===== src/rtl/pipe_scheduler.sv =====
// Game-level pipe sequencer: tick divider, idle/play/over FSM, pipe slot pool
// with spaced spawning and LFSR gap heights, and a saturating score counter.
module pipe_scheduler #(
   parameter int NUM_PIPES = 3,
   parameter int TICK_DIV  = 416667,
   parameter int STEP      = 3,
   parameter int X_START   = 1023,
   parameter int SPACING   = 350,
   parameter int Y_MIN     = 300,
   parameter int BIRD_X    = 200
) (
   input  logic                      clk,
   input  logic                      RESET_N,
   input  logic                      flap,
   input  logic                      hit,
   output logic                      move,
   output logic [11*NUM_PIPES-1:0]   pipe_x,
   output logic [11*NUM_PIPES-1:0]   pipe_y,
   output logic [NUM_PIPES-1:0]      pipe_active,
   output logic [9:0]                score,
   output logic [1:0]                state
);

   typedef enum logic [1:0] {
      S_IDLE = 2'd0,
      S_PLAY = 2'd1,
      S_OVER = 2'd2
   } state_t;

   localparam int          CW        = (TICK_DIV > 2) ? $clog2(TICK_DIV) : 1;
   localparam logic [CW-1:0] CNT_LAST = CW'(TICK_DIV - 1);
   localparam logic [10:0] STEP_X    = 11'(STEP);
   localparam logic [10:0] X_START_X = 11'(X_START);
   localparam logic [10:0] BIRD_X_X  = 11'(BIRD_X);
   localparam logic [10:0] Y_MIN_X   = 11'(Y_MIN);
   localparam logic [11:0] SPACING_X = 12'(SPACING);
   localparam logic [10:0] X_RST     = 11'd1023;
   localparam logic [10:0] Y_RST     = 11'd320;
   localparam logic [9:0]  SCORE_MAX = 10'd999;

   state_t                 state_q, state_d;
   logic [CW-1:0]          cnt_q;
   logic                   tick;
   logic                   move_q;
   logic [8:0]             lfsr_q;
   logic [10:0]            spawn_y;
   logic [10:0]            dist_q, dist_d;
   logic [9:0]             score_q, score_d;
   logic [NUM_PIPES-1:0]   act_q, act_d;
   logic [10:0]            x_q [NUM_PIPES];
   logic [10:0]            x_d [NUM_PIPES];
   logic [10:0]            y_q [NUM_PIPES];
   logic [10:0]            y_d [NUM_PIPES];
   logic [11:0]            dist_sum;
   logic                   spawned;

   assign tick     = (cnt_q == CNT_LAST);
   assign spawn_y  = Y_MIN_X + {3'b000, lfsr_q[7:0]};
   assign dist_sum = {1'b0, dist_q} + {1'b0, STEP_X};

   // Divider, move pulse and LFSR run in every state, independent of the FSM.
   always_ff @(posedge clk or negedge RESET_N) begin
      if (!RESET_N) begin
         cnt_q  <= '0;
         move_q <= 1'b0;
         lfsr_q <= 9'h1FF;
      end else begin
         cnt_q  <= tick ? '0 : cnt_q + 1'b1;
         move_q <= tick;
         lfsr_q <= {lfsr_q[7:0], lfsr_q[8] ^ lfsr_q[4]};
      end
   end

   always_ff @(posedge clk or negedge RESET_N) begin
      if (!RESET_N) begin
         state_q <= S_IDLE;
         dist_q  <= '0;
         score_q <= '0;
         act_q   <= '0;
         for (int i = 0; i < NUM_PIPES; i++) begin
            x_q[i] <= X_RST;
            y_q[i] <= Y_RST;
         end
      end else begin
         state_q <= state_d;
         dist_q  <= dist_d;
         score_q <= score_d;
         act_q   <= act_d;
         for (int i = 0; i < NUM_PIPES; i++) begin
            x_q[i] <= x_d[i];
            y_q[i] <= y_d[i];
         end
      end
   end

   always_comb begin
      state_d = state_q;
      dist_d  = dist_q;
      score_d = score_q;
      act_d   = act_q;
      spawned = 1'b0;
      for (int i = 0; i < NUM_PIPES; i++) begin
         x_d[i] = x_q[i];
         y_d[i] = y_q[i];
      end

      case (state_q)
         S_IDLE: begin
            if (flap) begin
               state_d  = S_PLAY;
               score_d  = '0;
               dist_d   = '0;
               act_d[0] = 1'b1;
               x_d[0]   = X_START_X;
               y_d[0]   = spawn_y;
            end
         end

         S_PLAY: begin
            // A hit beats a simultaneous tick: the field freezes where it is.
            if (hit) begin
               state_d = S_OVER;
            end else if (tick) begin
               for (int i = 0; i < NUM_PIPES; i++) begin
                  if (act_q[i]) begin
                     if (x_q[i] >= STEP_X) begin
                        x_d[i] = x_q[i] - STEP_X;
                        if ((x_q[i] >= BIRD_X_X) && ((x_q[i] - STEP_X) < BIRD_X_X)
                            && (score_d != SCORE_MAX)) begin
                           score_d = score_d + 10'd1;
                        end
                     end else begin
                        act_d[i] = 1'b0;
                     end
                  end
               end

               // Only slots free before this edge qualify, so a slot retired now waits a tick.
               if (dist_sum >= SPACING_X) begin
                  for (int i = 0; i < NUM_PIPES; i++) begin
                     if (!act_q[i] && !spawned) begin
                        spawned  = 1'b1;
                        act_d[i] = 1'b1;
                        x_d[i]   = X_START_X;
                        y_d[i]   = spawn_y;
                     end
                  end
                  dist_d = spawned ? 11'd0 : dist_q;
               end else begin
                  dist_d = dist_sum[10:0];
               end
            end
         end

         S_OVER: begin
            if (flap) begin
               state_d = S_IDLE;
               act_d   = '0;
               for (int i = 0; i < NUM_PIPES; i++) begin
                  x_d[i] = X_RST;
                  y_d[i] = Y_RST;
               end
            end
         end

         default: state_d = S_IDLE;
      endcase
   end

   for (genvar g = 0; g < NUM_PIPES; g++) begin : g_pack
      assign pipe_x[11*g +: 11] = x_q[g];
      assign pipe_y[11*g +: 11] = y_q[g];
   end

   assign pipe_active = act_q;
   assign move        = move_q;
   assign score       = score_q;
   assign state       = state_q;

endmodule


===== config.mk =====
export PLATFORM = sky130hd
export DESIGN_NAME = pipe_scheduler
export DESIGN_NICKNAME = d
export VERILOG_FILES = /design/src/rtl/pipe_scheduler.sv
export SDC_FILE = /design/constraint.sdc
export NUM_CORES = 1
export LEC_CHECK = 0
export CAP_MARGIN = 20
export CORE_MARGIN = 2
export CORE_UTILIZATION = 45
export CTS_BUF_LIST = sky130_fd_sc_hd__clkbuf_8
export DETAILED_ROUTE_END_ITERATION = 16
export GPL_ROUTABILITY_DRIVEN = 1
export GPL_TIMING_DRIVEN = 1
export PLACE_DENSITY_LB_ADDON = 0.12
export RECOVER_POWER = 100
export SYNTH_ARGS = -nofsm -noshare
export SYNTH_HDL_FRONTEND = slang
export SYNTH_SLANG_ARGS = --single-unit

===== constraint.sdc =====
create_clock -name clk -period 11.2 [get_ports clk]
set_input_delay 2.24 -clock clk [delete_from_list [all_inputs] [get_ports clk]]
set_output_delay 2.24 -clock clk [all_outputs]
set_load 0.01 [all_outputs]

=== Word level (Yosys, flattened, before mapping) ===
Cells that the tools add are included.

* Input port bits: 4
* Output and inout bits: 82
* Flip-flop bits (word level): 121

* Bitwise logic cells: 1
* Add/sub/neg operators: 9
* Reductions and logical operators: 24
* Mux-type cells: 87
* Equal/unequal tests: 16
* $lt $le $gt $ge: 10

{| class="wikitable"
|+ Operators with widths
! operator !! count
|-
| two-way mux 33 bit || 8
|-
| two-way mux 11 bit || 19
|-
| two-way mux 10 bit || 18
|-
| case mux 22 bit (2 select lines) || 2
|-
| case mux 11 bit (3 select lines) || 2
|-
| greater-or-equal comparator 11 x 2 -> 1 bit, second input constant || 3
|-
| greater-or-equal comparator 11 x 8 -> 1 bit, second input constant || 3
|-
| less-than comparator 11 x 8 -> 1 bit, second input constant || 3
|-
| subtractor 11 x 2 -> 11 bit, second input constant || 3
|-
| adder 10 x 1 -> 10 bit, second input constant || 3
|-
| != test 10 bit, second input constant || 3
|-
| two-way mux 1 bit || 25
|-
| case mux 11 bit (2 select lines) || 1
|-
| case mux 10 bit (2 select lines) || 1
|-
| adder 19 x 1 -> 19 bit, second input constant || 1
|-
| equality test 19 bit, second input constant || 1
|-
| two-way mux 19 bit || 1
|-
| != test 2 bit, second input constant || 9
|-
| adder 11 x 2 -> 12 bit, second input constant || 1
|-
| greater-or-equal comparator 12 x 9 -> 1 bit, second input constant || 1
|-
| two-way mux 3 bit || 4
|-
| AND reduction 6 bit || 2
|-
| adder 9 x 8 -> 10 bit, first input constant || 1
|-
| AND reduction 5 bit || 2
|-
| other kinds (16) || 30
|}

=== Depth between registers and ports, before layout ===
Gate-level depths: netlist of run 1.

* Depth after elaboration: 26
* Mapped depth: 20
* Mapped depth without buffers: 18

=== Worst setup path after synthesis of run 1 ===
OpenSTA, ideal clock, no wires.

* Path kind: reg2reg
* Start: register score_q[0], in the netlist score[0]
* End: register score_q[1], in the netlist score[1]
* Cell stages (with the launch flop): 21
* Slack: 6,672 ps
* Clock period less this slack: 4,528 ps
* Data required time: 11,069 ps
* Data arrival time: 4,397 ps
* Buffers on the path: 2
* Path through: dfrtp_1 -> ha_1 -> and2_1 -> clkbuf_1 -> a41o_1 -> a211oi_2 -> o211a_1 -> buf_2 -> xnor2_1 -> inv_1 -> ha_1 -> inv_1 -> a211o_1 -> nor4_2 -> nand4b_1 -> a222oi_1 -> xnor2_1 -> nand4_1 -> o41ai_4 -> mux2i_1 -> o21ai_1

* Word-level cells in the longest chain between the ends: 24

{| class="wikitable"
|+ RTL lines
! element !! line !! source
|-
| from (decl) || 48 || <nowiki>logic [9:0] score_q, score_d;</nowiki>
|-
| from (signal assigned) || 87 || <nowiki>score_q <= score_d;</nowiki>
|-
| branches (longest 4 deep; another with adder 10 x 1 -> 10 bit) || - ||
|-
| two-way mux 10 bit * || 125 || <nowiki>if (act_q[i]) begin</nowiki>
|-
| two-way mux 10 bit * || 123 || <nowiki>end else if (tick) begin</nowiki>
|-
| two-way mux 10 bit * || 121 || <nowiki>if (hit) begin</nowiki>
|-
| two-way mux 10 bit * || 107 || <nowiki>case (state_q)</nowiki>
|-
| branches (longest 4 deep; another with adder 10 x 1 -> 10 bit) || - ||
|-
| two-way mux 10 bit * || 125 ||
|-
| two-way mux 10 bit * || 123 ||
|-
| two-way mux 10 bit * || 121 ||
|-
| two-way mux 10 bit * || 107 ||
|-
| branches (longest 4 deep; another with adder 10 x 1 -> 10 bit) || - ||
|-
| two-way mux 10 bit * || 125 ||
|-
| two-way mux 10 bit * || 123 ||
|-
| two-way mux 10 bit * || 121 ||
|-
| case mux 10 bit (2 select lines) * || 107 ||
|}

Every way passes the cells marked *. The select of a mux whose other input is x is not followed.
A chain may end at the register's enable or synchronous reset.

==> results of run 1 <==
cells in the final DEF (no fill, tap or decap), types with 15 or more instances in the layout:
cell             instances
nor3_1                  20
inv_1                   26
a21oi_1                 15
clkbuf_8                19
nor4_1                  18
dfstp_1                 25
xnor2_1                 41
dlygate4sd3_1           63
xor2_1                  28
dfstp_2                 20
nand3_1                 29
nand2_1                121
nor2_1                  56
clkdlybuf4s50_1         18
dfrtp_1                 73
o21ai_0                 51
cell type report:
cell class | count | area, sq um
antenna | 1 | 2.50
sequential | 118 | 3010
inverter | 26 | 97.6
fill | 1365 | 6850
clock inverter | 13 | 168
clock buffer | 19 | 262
timing repair buffer | 89 | 845
multi-input combinational | 581 | 3680
tap | 188 | 235
logic make-up (layout without fill, tap and decap cells):
logic type      Yosys count  count (layout)  synth area share (%)
xor+xnor                 70              70                  9.00
flops                   118             118                  43.2
mux                      15              15                  2.32
compound gates          145             145                  15.1
fa+ha+maj                14              14                  2.52
buf+inv                  64             147                  3.67
simple gates            334             334                  24.1
other cells               1               4                0.0539
power by group:
group / total, mW / internal [mW] / switching [mW]
Clock: 0.424 / 0.234 / 0.190
Sequential: 0.625 / 0.522 / 0.103
Combinational: 0.454 / 0.209 / 0.245
metal layers:
metal	vias up	share of wire [%]	global-route usage [%]
li1	2859	-	-
met1	2960	46	29.5
met2	147	47	35.2
met3	25	4.8	5.24
met4	0	2.0	8.86
met5	-	0	0
path summary, 6_finish.rpt:
path,slack (ns),endpoint,start
max,4.05,score[4]$_DFFE_PN0P_,RESET_N
min reg2reg,0.37,lfsr_q[2]$_DFF_PN1_,lfsr_q[1]$_DFF_PN1_
min in group asynchronous,2.74,pipe_y[0]$_DFFE_PN0P_,RESET_N
max in group clk,5.20,score[1]$_DFFE_PN0P_,score[0]$_DFFE_PN0P_
max reg2reg,5.20,score[1]$_DFFE_PN0P_,score[0]$_DFFE_PN0P_
min,0.37,lfsr_q[2]$_DFF_PN1_,lfsr_q[1]$_DFF_PN1_
metrics by stage:
stage          cells  cell area [sq um]  worst slack [ns]  utilization [%]  power (mW)
6_report        1035               8300              4.05             54.8        1.50
3_5_place_dp    1002               7940              5.93             52.4        1.12
2_1_floorplan    763               6970              6.67                -       0.890
5_1_grt         1034               8290              2.92             54.8        1.60
4_1_cts         1034               8370              5.91             55.3        1.55
3_3_place_gp    1001               7930              6.15             52.4        1.11
flip-flops by register name (all words and copies together), names as in the netlist:
name	cells
cnt_q	19
dist_q	11
lfsr_q	9
move	1
pipe_active	3
pipe_x	33
pipe_y	30
score	10
state	2
==> run summary, run 1 <==
Synth area leader -> dfrtp_1
DIE HEIGHT -> 128 microns
crit-path cells -> clkbuf_1, clkbuf_1
max-cap violation count -> 2
fin crit share -> 63.9%
synthesis-to-finish area growth -> 19.2%
fraction of registers with async set/reset -> 100%
final WL -> 17.3 mm
sequential area share after synthesis -> 43.2%
Post-CTS Resized -> 0
initial antenna violation count -> 0
DP HPWL -> 12.2 mm
setup tns final -> 0 ns
unrepaired setup endpoints after global routing -> no
Max Freq -> 140 MHz
number of synthesized register bits -> 118
largest net degree at the start of global routing -> 65
worst-case clock buffer depth -> 2
num rows -> 45
VDD IR-drop max -> 0.108 mV
worst slew pin tran -> 3.48 ns
synth warn -> 0
Crit path max-delay family -> buffers and inverters
Worst path max stage delay -> 2.58 ns
routed vias/inst -> 5.79
status -> finished with violations
Worst Path Arrival -> 6.92 ns
total gr overflow -> 0
Die ar. -> 0.0165 sq mm
CP Capture Type -> async pin
total CTS buffers -> 17
cell with the most instances after synthesis -> nand2_1
Final ANT Viol Nets -> 0
Hold Crit Depth -> 0
TritonCTS sink count -> 118
Reg2Reg Depth -> 18
top cells by count, synth -> nand2_1, dfrtp_1, nor2_1, o21ai_0, dfstp_2
static leakage -> 3.44 nW
layout cells sized above 1 -> 9.46%
PD cells -> 181 mW/mm^2
Fin. Hold Viols -> 0
via count -> 5991
Clk pin slew, worst setup/hold paths -> 0.07 ns
Chip Width -> 128 microns
clk root buf -> clkbuf_8
Synth area leaders -> dfrtp_1, dfstp_2, nand2_1, xnor2_1, o21ai_0
nets -> 851
Yosys top cell area share -> 26.2%
Crit path depth -> 2
CP Launch Type -> primary input
most common cell type on the critical path -> clkbuf_1
port buffer count -> 82
drt first pass iters -> 5
CTS H-tree lvls -> 4
CTS Hold Bufs -> 0
Crit Path Category -> primary input to async pin
Slew Viols, Final -> 121
# setup viols final -> 0
global-route wire length before repair -> 29.3 mm
CP max FO -> 64
vias in the first global route -> 5857
failing checks -> max-capacitance violations, max-slew violations
initial DRC count -> 393
Hold Path Class -> flip-flop to flip-flop
CORE AREA -> 0.0151 sq mm
post-CTS setup buffers -> 0
critical path buffer and inverter count -> 2
starting density of the core -> 46.0%
clk_lat worst skew -> 0.45 ns
Netlist cell types -> 82
Relative slew margins -> -132%
post-route minimum period -> 7.15 ns
Final Skew -> 0.0143 ns
Top Ports -> 86
DRC Markers -> 0
top_reg_cell synth -> dfrtp_1
WHS -> 0.372 ns
Post-Synthesis Cells -> 761
Slowest-stage cell, CP -> clkbuf_1
overall routing resource usage -> 22.2%
syn avg cell area -> 9.15 sq um
number of synthesized flops with an enable pin -> 0
routed wire length per instance -> 16.7 microns
CTS tree -> done
routability cong. -> 0.893
worst path required time -> 10.96 ns
Syn Std Cell Area -> 0.00696 sq mm
Note: power is estimated with default switching activity, not from simulation.
==> run 2, diff against run 1 <==
Clock period 11.2 ns to 5.77 ns, I/O delays scaled along.
==> run summary, run 2 (synthesized netlist as in run 1, its figures left out) <==
total CTS buffers -> 17 (unchanged)
initial antenna violation count -> 0 (unchanged)
DRC Markers -> 0 (unchanged)
synthesis-to-finish area growth -> 19.6%
clk_lat worst skew -> 0.44 ns (about the same)
Die ar. -> 0.0165 sq mm (unchanged)
Hold Path Class -> flip-flop to flip-flop
post-CTS setup buffers -> 0 (unchanged)
max FFs per register -> 33 (unchanged)
total power -> 2.93 mW (+95%)
most frequent cells in the layout -> nand2_1, dfrtp_1, dlygate4sd3_1, nor2_1, o21ai_0
CTS Hold Bufs -> 0 (unchanged)
CP max FO -> 10 (-84%)
Multi-input gate area -> 0.00370 sq mm (+0.61%)
VDD IR-drop max -> 0.215 mV (+100%)
# setup viols final -> 0 (unchanged)
min setup slack post-route -> 0.524 ns (-3.52 ns)
Max Freq -> 191 MHz
Relative slew margins -> -59.0% (+73 points)
drt first pass iters -> 5 (unchanged)
Slew Viols, Final -> 137 (+13%)
Top Ports -> 86 (unchanged)
TritonCTS sink count -> 118 (unchanged)
CORE AREA -> 0.0151 sq mm (unchanged)
clk root buf -> clkbuf_8
worst path required time -> 6.07 ns (-4.89 ns)
total gr overflow -> 0 (unchanged)
port buffer count -> 82 (unchanged)
CP Launch Type -> flip-flop
DP HPWL -> 12.4 mm (+1.2%)
post-route minimum period -> 5.25 ns
CTS tree -> done
unrepaired setup endpoints after global routing -> no
overall routing resource usage -> 21.8% (-0.41 points)
DIE HEIGHT -> 128 microns (unchanged)
initial DRC count -> 391 (-0.51%)
Clk pin slew, worst setup/hold paths -> 0.08 ns (about the same)
Final Util -> 55.0% (+0.21 points)
vias in the first global route -> 5771 (-1.5%)
largest net degree at the start of global routing -> 47 (-28%)
CTS H-tree lvls -> 4 (unchanged)
ANT cells -> 0 (-1)
routability cong. -> 0.916 (+2.7%)
nets -> 852 (+0.12%)
failing checks -> max-capacitance violations, max-slew violations
DP Worst Slack -> 0.664 ns (-5.27 ns)
Worst Path Arrival -> 5.55 ns (-1.37 ns)
FF/Latch Area -> 0.00301 sq mm (unchanged)
global-route wire length before repair -> 28.6 mm (-2.3%)
commonest non-fill, non-tap cell in the layout -> nand2_1
routed vias/inst -> 5.72 (-1.3%)
layout cells sized above 1 -> 9.92% (+0.46 points)
via count -> 5916 (-1.3%)
max-cap violation count -> 3 (+1)
fin crit share -> 90.9%
starting density of the core -> 46.0% (unchanged)
worst slew pin tran -> 2.39 ns (-1.09 ns)
static leakage -> 3.44 nW (about the same)
Final ANT Viol Nets -> 0 (unchanged)
# fillers -> 1356 (-0.66%)
PD cells -> 352 mW/mm^2 (+94%)
Fin. Hold Viols -> 0 (unchanged)
Final Skew -> 0.0129 ns (-0.00137 ns)
status -> finished with violations
final WL -> 17.3 mm (+0.47%)
routed wire length per instance -> 16.7 microns (+0.47%)
CP Capture Type -> flip-flop
Chip Width -> 128 microns (unchanged)
setup tns final -> 0 ns (unchanged)
Crit Path Category -> flip-flop to flip-flop
num rows -> 45 (unchanged)
worst-case clock buffer depth -> 2 (unchanged)
Post-CTS Resized -> 0 (unchanged)
==> run 2: cell type report <==
type | instances | area share, %
flip-flops and latches | 118 | 36.1
inverters | 26 | 1.17
clock inverters | 11 | 1.77
repair buffers | 90 | 10.2
clock buffers | 21 | 3.47
multi-input cells | 581 | 44.4
well taps | 188 | 2.82
==> run 2: worst paths after layout <==
kind / depth (start not counted) / from / slack, ns / end
worst max-delay path: 18 / score[0]$_DFFE_PN0P_ / 0.52 / score[1]$_DFFE_PN0P_
worst min-delay path: 0 / lfsr_q[1]$_DFF_PN1_ / 0.37 / lfsr_q[2]$_DFF_PN1_
worst max register to register: 18 / score[0]$_DFFE_PN0P_ / 0.52 / score[1]$_DFFE_PN0P_
worst min register to register: 0 / lfsr_q[1]$_DFF_PN1_ / 0.37 / lfsr_q[2]$_DFF_PN1_
max in group asynchronous: 2 / RESET_N / 1.58 / pipe_y[23]$_DFFE_PN0P_
min in group asynchronous: 1 / RESET_N / 1.20 / pipe_y[12]$_DFFE_PN0P_
==> run 2: stage by stage <==
stage / instance area [sq um] / cells / hold slack [ns]
after floorplan: 6970 / 763 / 0.354
after global placement: 7940 / 1002 / 0.357
after detailed placement: 7940 / 1002 / 0.358
after CTS: 8370 / 1034 / 0.369
after global routing: 8330 / 1035 / 0.381
final: 8330 / 1035 / 0.374
==> run 2: where the power goes <==
| group | internal (mW) | switching (mW) | leakage, nW |
|---|---|---|---|
| clock | 0.474 | 0.352 | 0.216 |
| sequential | 1.01 | 0.201 | 1.44 |
| combinational | 0.405 | 0.483 | 1.78 |
==> run 2: critical path, stage by stage (launching register included) <==
cell	delay (ns)
dfrtp_1	0.47
ha_1	0.33
and2_0	0.31
a41o_1	0.32
a211oi_2	0.27
o211a_1	0.45
xnor2_1	0.18
inv_1	0.11
ha_1	0.18
inv_1	0.04
a211o_1	0.23
nor4_2	0.31
nand4b_1	0.19
a222oi_1	0.47
xnor2_1	0.26
nand4_1	0.26
o41ai_4	0.41
mux2i_1	0.24
o21ai_1	0.07
==> run 2: layer usage <==
layer  up-vias  track usage (%)  part of all wire [%]
li1       2849                -                     -
met1      2879             28.8                    46
met2       158             34.8                    47
met3        30             5.74                   4.8
met4         0             7.76                   1.9
met5         -                0                     0
==> run 3, diff against run 2 <==
Settings changed: SKIP_LAST_GASP set to 1.
==> results of run 3 <==
Final layout, timing and power as in run 2 (identical DEF).
